File: config.mk
export PLATFORM = sky130hd
export DESIGN_NAME = table_fsm
export DESIGN_NICKNAME = d
export VERILOG_FILES = /design/src/rtl/table_fsm.sv
export SDC_FILE = /design/constraint.sdc
export NUM_CORES = 1
export LEC_CHECK = 0
export CORE_MARGIN = 2
export CORE_UTILIZATION = 40
export CTS_CLUSTER_DIAMETER = 100
export DETAILED_ROUTE_END_ITERATION = 10
export GPL_ROUTABILITY_DRIVEN = 0
export GPL_TIMING_DRIVEN = 1
export PLACE_DENSITY = 0.71
export RECOVER_POWER = 100
export REMOVE_ABC_BUFFERS = 1
export SLEW_MARGIN = 30
export SYNTH_ARGS = -nofsm -noshare
export SYNTH_HDL_FRONTEND = slang
export SYNTH_SLANG_ARGS = --single-unit
File: constraint.sdc
create_clock -name clk -period 3 [get_ports clk]
set_clock_uncertainty 0.05 [all_clocks]
set_input_delay 0.3 -clock clk [delete_from_list [all_inputs] [get_ports clk]]
set_output_delay 0.3 -clock clk [all_outputs]
set_load 0.1 [all_outputs]
File: src/rtl/table_fsm.sv
// table_fsm: run-time programmable table-driven one-hot FSM with step enable, dwell counter and illegal-state recovery
module table_fsm #(
  parameter int N_STATES = 4,
  parameter int N_INPUTS = 3,
  parameter int N_RULES = 8,
  parameter int INIT_STATE = 0,
  parameter int DWELL_W = 8,
  localparam int SW = N_STATES > 1 ? $clog2(N_STATES) : 1,
  localparam int IW = N_INPUTS > 1 ? $clog2(N_INPUTS) : 1,
  localparam int RW = N_RULES > 1 ? $clog2(N_RULES) : 1
) (
  input  logic                clk,
  input  logic                reset,
  input  logic [N_INPUTS-1:0] in_vec,
  input  logic                step,
  input  logic                cfg_we,
  input  logic [RW-1:0]       cfg_addr,
  input  logic                cfg_valid,
  input  logic [SW-1:0]       cfg_src,
  input  logic [IW-1:0]       cfg_sel,
  input  logic [SW-1:0]       cfg_dst,
  output logic                cfg_err,
  output logic [N_STATES-1:0] n_state,
  output logic [N_STATES-1:0] p_state,
  output logic [SW-1:0]       state_idx,
  output logic [DWELL_W-1:0]  dwell,
  output logic                trans,
  output logic                absorbing
);
  logic [N_STATES-1:0] p_state_q, p_state_d, init_oh, hit_oh;
  logic [DWELL_W-1:0] dwell_q;
  logic trans_q, cfg_err_q;
  logic valid_q [N_RULES];
  logic [SW-1:0] src_q [N_RULES];
  logic [SW-1:0] dst_q [N_RULES];
  logic [IW-1:0] sel_q [N_RULES];
  logic legal, hit, any_src, chg, bad;
  logic [SW-1:0] idx, win;
  assign init_oh = N_STATES'(1) << INIT_STATE;
  assign legal = (p_state_q != '0) && ((p_state_q & (p_state_q - N_STATES'(1))) == '0);
  // binary encode of the present state; only meaningful when legal
  always_comb begin
    idx = '0;
    for (int i = 0; i < N_STATES; i++)
      if (p_state_q[i]) idx = SW'(i);
  end
  assign state_idx = legal ? idx : '0;
  // scan rules in ascending order so the highest matching index wins
  always_comb begin
    hit = 1'b0;
    any_src = 1'b0;
    win = '0;
    for (int r = 0; r < N_RULES; r++)
      if (valid_q[r] && src_q[r] == state_idx) begin
        any_src = 1'b1;
        if (in_vec[sel_q[r]]) begin
          hit = 1'b1;
          win = dst_q[r];
        end
      end
  end
  assign hit_oh = N_STATES'(1) << win;
  assign n_state = !legal ? init_oh : hit ? hit_oh : p_state_q;
  assign p_state_d = (step || !legal) ? n_state : p_state_q;
  assign chg = p_state_d != p_state_q;
  assign bad = 32'(cfg_src) >= N_STATES || 32'(cfg_dst) >= N_STATES ||
               32'(cfg_sel) >= N_INPUTS || 32'(cfg_addr) >= N_RULES;
  // state, dwell, pulses and rule table; table writes land after this edge's evaluation
  always_ff @(posedge clk) begin
    if (reset) begin
      p_state_q <= init_oh;
      dwell_q <= '0;
      trans_q <= 1'b0;
      cfg_err_q <= 1'b0;
      for (int r = 0; r < N_RULES; r++) valid_q[r] <= 1'b0;
    end else begin
      p_state_q <= p_state_d;
      trans_q <= chg;
      dwell_q <= chg ? '0 : dwell_q + DWELL_W'(dwell_q != '1);
      cfg_err_q <= cfg_we && bad;
      if (cfg_we && !bad) begin
        valid_q[cfg_addr] <= cfg_valid;
        src_q[cfg_addr] <= cfg_src;
        sel_q[cfg_addr] <= cfg_sel;
        dst_q[cfg_addr] <= cfg_dst;
      end
    end
  end
  assign p_state = p_state_q;
  assign dwell = dwell_q;
  assign trans = trans_q;
  assign cfg_err = cfg_err_q;
  assign absorbing = !any_src;
endmodule

**Word-level counts from Yosys, hierarchy flattened**

Memories as Yosys holds them, arrays and structs flattened.
Index checks and enable logic that the tools add are counted.

- Muxes and demuxes: 71
- Reduce and logical (&&, ||, !) cells: 19
- Add/subtract/negate cells: 2
- Equality and inequality tests: 10
- $lt $le $gt $ge: 9
- Bitwise logic cells: 1
- Shift operators: 1

Operators by type and width:

| cell | number |
|---|---|
| 1-bit two-way mux | 40 |
| 2-bit two-way mux | 19 |
| 2-bit by 3-bit less-than comparator with 1-bit output (second input constant) | 8 |
| 1-bit binary-select mux with 2-bit select | 8 |
| 2-bit == test | 8 |
| 4-bit two-way mux | 3 |
| 1-bit logical AND | 11 |
| 8-bit by 1-bit adder with 8-bit output | 1 |
| 8-bit != test (second input constant) | 1 |
| 4-bit bitwise AND | 1 |
| 4-bit logical NOT | 1 |
| 4-bit != test | 1 |
| 4-bit nonzero test | 1 |
| 1-bit by 2-bit << shifter with 4-bit output (first input constant) | 1 |
| 4-bit by 1-bit subtractor with 4-bit output (second input constant) | 1 |
| 1-bit logical NOT | 3 |
| 3-bit two-way mux | 1 |
| 2-bit greater-or-equal comparator (second input constant) | 1 |
| 2-bit OR reduction | 1 |
| 1-bit logical OR | 1 |
| 1-bit OR reduction | 1 |

- Output and inout bits: 21
- Bits in writable memories: 56
- Bits of input ports: 17
- Logic and storage cells: 121
- Register bits: 14
- Memories kept: 4

Memory list:

| memory | depth | bits a word | read ports | clocked after memory_dff | write ports | line | RTL |
|---|---|---|---|---|---|---|---|
| dst_q | 8 | 2 | 8 | 0 | 1 | 35 | `logic [SW-1:0] dst_q [N_RULES];` |
| sel_q | 8 | 2 | 8 | 0 | 1 | 36 | `logic [IW-1:0] sel_q [N_RULES];` |
| src_q | 8 | 2 | 8 | 0 | 1 | 34 | `logic [SW-1:0] src_q [N_RULES];` |
| valid_q | 8 | 1 | 8 | 0 | 8 | 33 | `logic valid_q [N_RULES];` |

**Depth between registers and ports, before layout**

Gate-level depths: netlist of the first run.

- Depth after elaboration: 28
- Mapped depth: 12
- Depth with buffers taken out: 9

**Worst setup path after synthesis of the first run**

Ideal clock, no wire load.

- Path kind: reg-to-output
- Start: register p_state_q[3], in the netlist p_state[3]
- End: output absorbing
- Arrival: 6,189 ps
- Data required time: 2,650 ps
- Cell stages (with the launch flop): 8
- Setup slack: -3,539 ps
- Path through: dfxtp_1 buf_6 xnor2_1 buf_2 nor2_1 xnor2_1 a31oi_1 nor4b_1

- Longest elaborated chain between the ends: 16
- Elaborated cells between the ends (all ways): 32
- Classes of those cells: add/sub: 1; eq/ne: 8; mux: 10; bitwise: 1; reduce/logical: 12

RTL lines:

| what | line | RTL |
|---|---|---|
| from (decl) | 30 | `logic [N_STATES-1:0] p_state_q, p_state_d, init_oh, hit_oh;` |
| from (signal assigned) | 71 | `p_state_q <= init_oh;` |
| from (signal assigned) | 77 | `p_state_q <= p_state_d;` |
| 4-bit by 1-bit subtractor with 4-bit output | 40 | `assign legal = (p_state_q != '0) && ((p_state_q & (p_state_q - N_STATES'(1))) == '0);` |
| 4-bit bitwise AND | 40 |  |
| 4-bit logical NOT | 40 |  |
| 1-bit logical AND | 40 |  |
| 2-bit two-way mux (*) | 47 | `assign state_idx = legal ? idx : '0;` |
| via state_idx[0] | 25 | `output logic [SW-1:0] state_idx,` |
| 2-bit == test | 54 | `if (valid_q[r] && src_q[r] == state_idx) begin` |
| 1-bit logical AND | 54 |  |
| 1-bit two-way mux (7 in series) | 54 |  |
| 1-bit two-way mux (*) | 54 |  |
| 1-bit logical NOT (*) | 93 | `assign absorbing = !any_src;` |
| to (decl) | 28 | `output logic absorbing` |

The timed path passes the listed nets; every way through them passes the cells marked *.

**Final worst setup path of the first run**

- Start: register p_state_q[2], in the netlist p_state[2]
- End: output n_state[0]

- Longest elaborated chain between the ends: 25
- Elaborated cells between the ends (all ways): 57
- Classes of those cells: add/sub: 1; eq/ne: 8; shift: 1; mux: 35; bitwise: 1; reduce/logical: 11

RTL lines:

| what | line | RTL |
|---|---|---|
| 4-bit by 1-bit subtractor with 4-bit output | 40 |  |
| 4-bit bitwise AND | 40 |  |
| 4-bit logical NOT | 40 |  |
| 1-bit logical AND | 40 |  |
| 2-bit two-way mux | 47 |  |
| 2-bit == test | 54 |  |
| 1-bit logical AND | 54 |  |
| 2-bit two-way mux | 54 |  |
| [... 9 more ...] | n/a |  |
| 2-bit two-way mux | 54 |  |
| 2-bit two-way mux | 56 | `if (in_vec[sel_q[r]]) begin` |
| 2-bit two-way mux | 54 |  |
| 2-bit two-way mux | 56 |  |
| 2-bit two-way mux | 54 |  |
| 1-bit by 2-bit << shifter with 4-bit output | 62 | `assign hit_oh = N_STATES'(1) << win;` |
| 4-bit two-way mux | 63 | `assign n_state = !legal ? init_oh : hit ? hit_oh : p_state_q;` |
| 4-bit two-way mux (*) | 63 |  |
| to (decl) | 23 | `output logic [N_STATES-1:0] n_state,` |

Mark *: on every way between the ends. The rest lies on a longest branch, timed or not.

==> results of run 1 <==
cells in the final DEF, fill, tap and decap left out, drive strengths merged, types with 3 or more instances in the layout:
| master | count |
|---|---|
| a2111oi | 3 |
| a211oi | 4 |
| clkbuf | 34 |
| a21boi | 4 |
| a21oi | 13 |
| o22a | 3 |
| o211ai | 4 |
| nor4b | 3 |
| o22ai | 6 |
| nor3 | 11 |
| dfxtp | 14 |
| nor4 | 7 |
| nand4 | 6 |
| mux2i | 8 |
| nand3 | 7 |
| o31ai | 3 |
| or3 | 4 |
| buf | 72 |
| and2 | 9 |
| or2 | 13 |
| xnor2 | 6 |
| xor2 | 5 |
| clkinv | 3 |
| a22oi | 3 |
| clkdlybuf4s50 | 10 |
| edfxtp | 56 |
| o21ai | 10 |
| inv | 3 |
| dlygate4sd3 | 6 |
| nand2b | 12 |
| nor2b | 7 |
| o21a | 3 |
| a31oi | 3 |
| o2111ai | 3 |
| nor2 | 26 |
| nand2 | 26 |
registers in the layout (all words and copies together), names as in the netlist:
name and count:
cfg_err 1, dst_q 16, p_state 4, sel_q 16
trans 1, valid_q 8, src_q 16, dwell 8
cell families (layout without fill, tap and decap cells):
family          after synthesis  after routing  share of synthesized area (%)
compound gates               76             78                           16.9
xor+xnor                     11             11                           3.51
fa+ha+maj                     3              3                          0.945
buf+inv                      17            130                           2.60
flops                        70             70                           52.9
mux                           8              8                           2.16
simple gates                135            135                           20.9
final timing paths:
kind | cells after the start | slack [ps] | to | start
max reg2reg | 13 | -210 | dwell[1]$_SDFF_PP0_ | p_state[3]$_SDFF_PP0_
min reg2reg | 2 | 540 | dwell[5]$_SDFF_PP0_ | dwell[5]$_SDFF_PP0_
min | 3 | 480 | cfg_err$_SDFF_PP0_ | cfg_we
max | 13 | -320 | n_state[0] | p_state[2]$_SDFF_PP0_
layout make-up:
type	instances	area, um2
clock buffer	11	131
inverter	3	11.3
multi-input combinational	235	1940
clock inverter	5	73.8
fill	752	3930
tap	111	139
sequential	70	1970
timing repair buffer	111	911
through the flow:
stage | instance area [um2] | util (%) | instances
6_report | 5180 | 56.8 | 546
3_5_place_dp | 4560 | 50.1 | 507
3_3_place_gp | 4560 | 50.1 | 507
2_1_floorplan | 3620 | - | 306
4_1_cts | 5160 | 56.7 | 544
5_1_grt | 5180 | 56.8 | 546
where the power goes:
part	internal (uW)	switching (uW)
logic	192	303
registers	1070	21.5
clock network	464	349
metal layers:
layer  routed length [um]  GRT usage (%)  up-vias  part of all wire [%]
met5                    0              0        -                     0
met4                  147           7.27        0                   1.5
met3                  512           4.11       16                   5.1
met2                 5120           35.3      100                    51
met1                 4320           24.6     1534                    43
li1                     -              -     1446                     -
what timing repair did:
item / CTS / global route
resized for setup: 54 / 19
cloned: 3 / 0
pin swaps: 26 / 13
endpoints found under the setup margin: 14 / 14
setup buffers: 19 / 2
worst reg2reg max path: stages, from the launching register on:
cell and delay, ps:
dfxtp_4 420, xnor2_4 160, buf_2 160, buf_4 130
or3_1 340, o2111ai_2 120, nand2_2 130, buf_4 170
buf_4 130, o31ai_4 340, or3_1 160, a21oi_1 110
o32a_4 450, nor4b_2 250
==> metrics.cfg, run 1 <==
[cts]
ctsHtreeMaxLevel = 3
root_buffer = clkbuf_8
cts_max_path_buffers = 2
clkTransAtPathRegs_ps = 70
insertion_delay_ps = 340
ctsHoldBuffers = 0
cts_buffers = 9
cts_sinks = 70
cts_tree = built

[setup_path]
required_ps = 2650
crit_family = compound AO/OA/AOI/OAI gates
path_buf_inv = 5
crit_type = reg2out
end_kind = primary output
critPathMaxFanout = 6
startpoint_type = flip-flop
cp_slowest_cell = dfxtp_4
cp.arrival_ps = 2970
max_stage_delay_ps = 410
path_cells = xor2_4, buf_12, buf_12, a21oi_2, o2111ai_4, nand3_1, a31oi_2, o31ai_4, buf_6, nand2_2, o21ai_2, buf_4, buf_12
crit_path_frequent_cell = buf_12

[synth]
syn_avg_cell_area_um2 = 11.6
yosys-top-cells-area = edfxtp_1, dfxtp_1, nand2_1, nor2_1, mux2i_1
yosys_warnings = 0
synthMostInstantiatedCell = edfxtp_1
synthDistinctLibCells = 69
synth_flop_cell = edfxtp_1
yosysSeqAreaShare_pct = 52.9
synth_edf_count = 56
synth_top_area_share_pct = 45.4
synth-seq-cells = 70
synthCells = 320
synthTopCellsByCount = edfxtp_1, nand2_1, nor2_1
async_flop_share_pct = 0
synth_area_um2 = 3710
yosysTopAreaCell = edfxtp_1

[drt]
finalWirelength_mm = 10.1
via_per_inst = 5.67
drtIter0Drc = 271
ant_nets = 0
wire_per_inst_um = 18.5
vias = 3096
drc = 1
dr.pass1.iters = 8

[timing]
final_hold_viol_count = 0
fin_hold_ws_ps = 485
timing.fmax_mhz = 301
tightest_slew_ps = 1170
finalCritPeriodShare_pct = 111
grt_setup_unrepaired = true
min_period_ps = 3320
relSlewSlack_pct = 22.0
drv_slew = 0
setup_violations = 13
finalSetupTns_ps = -2550
finalWorstSetupSlack_ps = -324

[global_route]
first_global_vias = 3070
grt_max_degree = 19
grt-ovfl-total = 0
antenna_found_initial = 0
grt_pass1_wl_mm = 15.4
track_usage_pct = 20.2

[floorplanning]
rows = 35
die-area_um2 = 10100
die_h_um = 100
start_util_pct = 40.7
pin_count = 38
coreArea_um2 = 9110
die_x_um = 100

[run_status]
status = finished, violations left
violations = design-rule violations, negative setup slack

[power]
power_density_nw_per_um2 = 464
leakage_uw = 0.00183
finalPower_uw = 2400
peakVddDrop_mv = 0.274

[finish]
area.growth.synth_to_final_pct = 39.6
antennaDiodeCount = 0
fin_nets = 449
drive_gt1_share_pct = 36.6

[place]
dpl.hpwl_mm = 6.45
place_ws_ps = -560
port_buffers = 37

[min_path]
hp-class = in2reg

[job]
drv_cap = 0

Note: power is estimated with default switching activity, not from simulation.
==> run 2: changes to the inputs <==
CELL_PAD_IN_SITES_DETAIL_PLACEMENT = 1   (was unset)
CELL_PAD_IN_SITES_GLOBAL_PLACEMENT = 1   (was unset)
CORE_UTILIZATION = 41   (was 40)
PLACE_DENSITY = 0.85   (was 0.71)
==> run 2 against run 1 <==
Net effect: the run ends with negative setup slack left; design area up 3.8%; die area down 2.3%; via count up 10%; power up 0.54%; utilization up 4.5 points; hold slack better by 5.5 ps; combinational power up 11%; non-clock buffer count up 9; critical path depth unchanged; routed wire length up 44%; final cell count up 0.73%; critical path type unchanged; largest cell class is now multi-input combinational cells; largest power group unchanged.
==> metrics.cfg, run 2 (synthesis gave the netlist of run 1 again) <==
[run_status]
status = finished, violations left
violations = negative setup slack

[drt]
drc = 0
ant_nets = 0
finalWirelength_mm = 14.5
drtIter0Drc = 259
dr.pass1.iters = 6
wire_per_inst_um = 26.3
via_per_inst = 6.21
vias = 3417

[cts]
insertion_delay_ps = 350
cts_tree = built
cts_buffers = 9
clkTransAtPathRegs_ps = 80
ctsHoldBuffers = 0
cts_sinks = 70
cts_max_path_buffers = 2
root_buffer = clkbuf_8
ctsHtreeMaxLevel = 3

[floorplanning]
rows = 34
die_h_um = 99.1
coreArea_um2 = 8760
start_util_pct = 42.3
die-area_um2 = 9820
die_x_um = 99.1
pin_count = 38

[power]
peakVddDrop_mv = 0.289
power_density_nw_per_um2 = 449
leakage_uw = 0.00190
finalPower_uw = 2410

[timing]
relSlewSlack_pct = 19.8
timing.fmax_mhz = 289
finalWorstSetupSlack_ps = -457
final_hold_viol_count = 0
tightest_slew_ps = 1210
drv_slew = 0
setup_violations = 13
finalCritPeriodShare_pct = 115
min_period_ps = 3460
grt_setup_unrepaired = true

[finish]
layout.cells.non_filler = 550
mostFrequentLayoutCell = buf_4
layout_common_cells = buf_4, edfxtp_1, nand2_1
top_regs = dst_q: 16 flops, sel_q: 16 flops, src_q: 16 flops
filler_cell_count = 907
antennaDiodeCount = 0
area.growth.synth_to_final_pct = 44.9
final_util_pct = 61.3
fin_nets = 456
drive_gt1_share_pct = 40.7

[place]
port_buffers = 37
dpl.hpwl_mm = 8.07
placed_cells = 508

[setup_path]
cp_slowest_cell = a2111o_1
startpoint_type = flip-flop
path_cells = buf_12, xnor2_4, buf_12, o21ai_4, a211oi_4, buf_4, buf_6, a2111o_1, buf_6, nor4_1, o21ai_2, buf_4, buf_12
required_ps = 2650
cp.arrival_ps = 3110
critPathMaxFanout = 7
end_kind = primary output
crit_type = reg2out
max_stage_delay_ps = 460
crit_path_frequent_cell = buf_12

[global_route]
grt-ovfl-total = 0
track_usage_pct = 29.4
grt_pass1_wl_mm = 21.4
grt_max_degree = 15
first_global_vias = 3622
antenna_found_initial = 0

[job]
drv_cap = 0

[min_path]
hp-class = in2reg

run 2: changes by cell type in the layout (fill, tap and decap cells not counted), sizes merged:
cell / before / now
a311o: 2 / 1
clkdlybuf4s50: 10 / 9
o32a: 2 / 1
clkinv: 3 / 5
dlygate4sd3: 6 / 7
bufinv: 2 / 1
buf: 72 / 79
clkbuf: 34 / 35
run 2: what timing repair did:
action	CTS	global route
setup buffers	23	4
pin swaps	22	16
gates cloned	1	0
endpoints found under the setup margin	17	17
gates resized for setup	61	34
run 2: critical path: cells and delay by family (launching register included):
| family | cells | cell delay (ps) |
|---|---|---|
| AO/OA/AOI/OAI | 4 | 860 |
| XOR/XNOR | 1 | 140 |
| buffers and inverters | 7 | 1010 |
| flip-flops | 1 | 370 |
| AND/OR/NAND/NOR | 1 | 340 |
run 2: report_power, final:
| part | internal (uW) | total, uW | switching (uW) |
|---|---|---|---|
| sequential | 1070 | 1100 | 27.3 |
| combinational | 213 | 549 | 336 |
| clock | 383 | 766 | 383 |
| total | 1670 | 2410 | 746 |
run 2: stage by stage:
stage | TNS, ps | worst slack [ps] | hold WS (ps) | instance area [um2]
after detailed placement | -6530 | -513 | 537 | 4620
after global routing | -6480 | -554 | 508 | 5370
after CTS | -3720 | -337 | 484 | 5270
after floorplan | -23140 | -3840 | 319 | 3620
after global placement | -4400 | -390 | 515 | 4620
final | -5100 | -457 | 490 | 5370
run 2: final cells by class:
type	count	area, um2	area share, %
repair buffers	120	1040	19.3
clock inverters	6	62.6	1.16
inverters	3	11.3	0.210
flip-flops and latches	70	1980	36.8
clock buffers	10	128	2.38
multi-input cells	233	2020	37.7
well taps	108	135	2.52
run 2: routing by layer:
| layer | global-route usage (%) | vias to the layer above | routed length [um] |
|---|---|---|---|
| met5 | 0 | - | 0 |
| met4 | 16.4 | 0 | 902 |
| met3 | 4.36 | 70 | 746 |
| met2 | 50.6 | 185 | 7200 |
| met1 | 35.2 | 1709 | 5650 |
| li1 | - | 1453 | - |
run 2: path summary, 6_finish.rpt:
path                          from                  end  slack [ps]  depth (start not counted)
max          p_state[2]$_SDFF_PP0_           n_state[0]        -460                         13
min                         cfg_we   cfg_err$_SDFF_PP0_         490                          3
max reg2reg  p_state[2]$_SDFF_PP0_  dwell[3]$_SDFF_PP0_        -430                         15
min reg2reg    dwell[4]$_SDFF_PP0_  dwell[4]$_SDFF_PP0_         620                          2
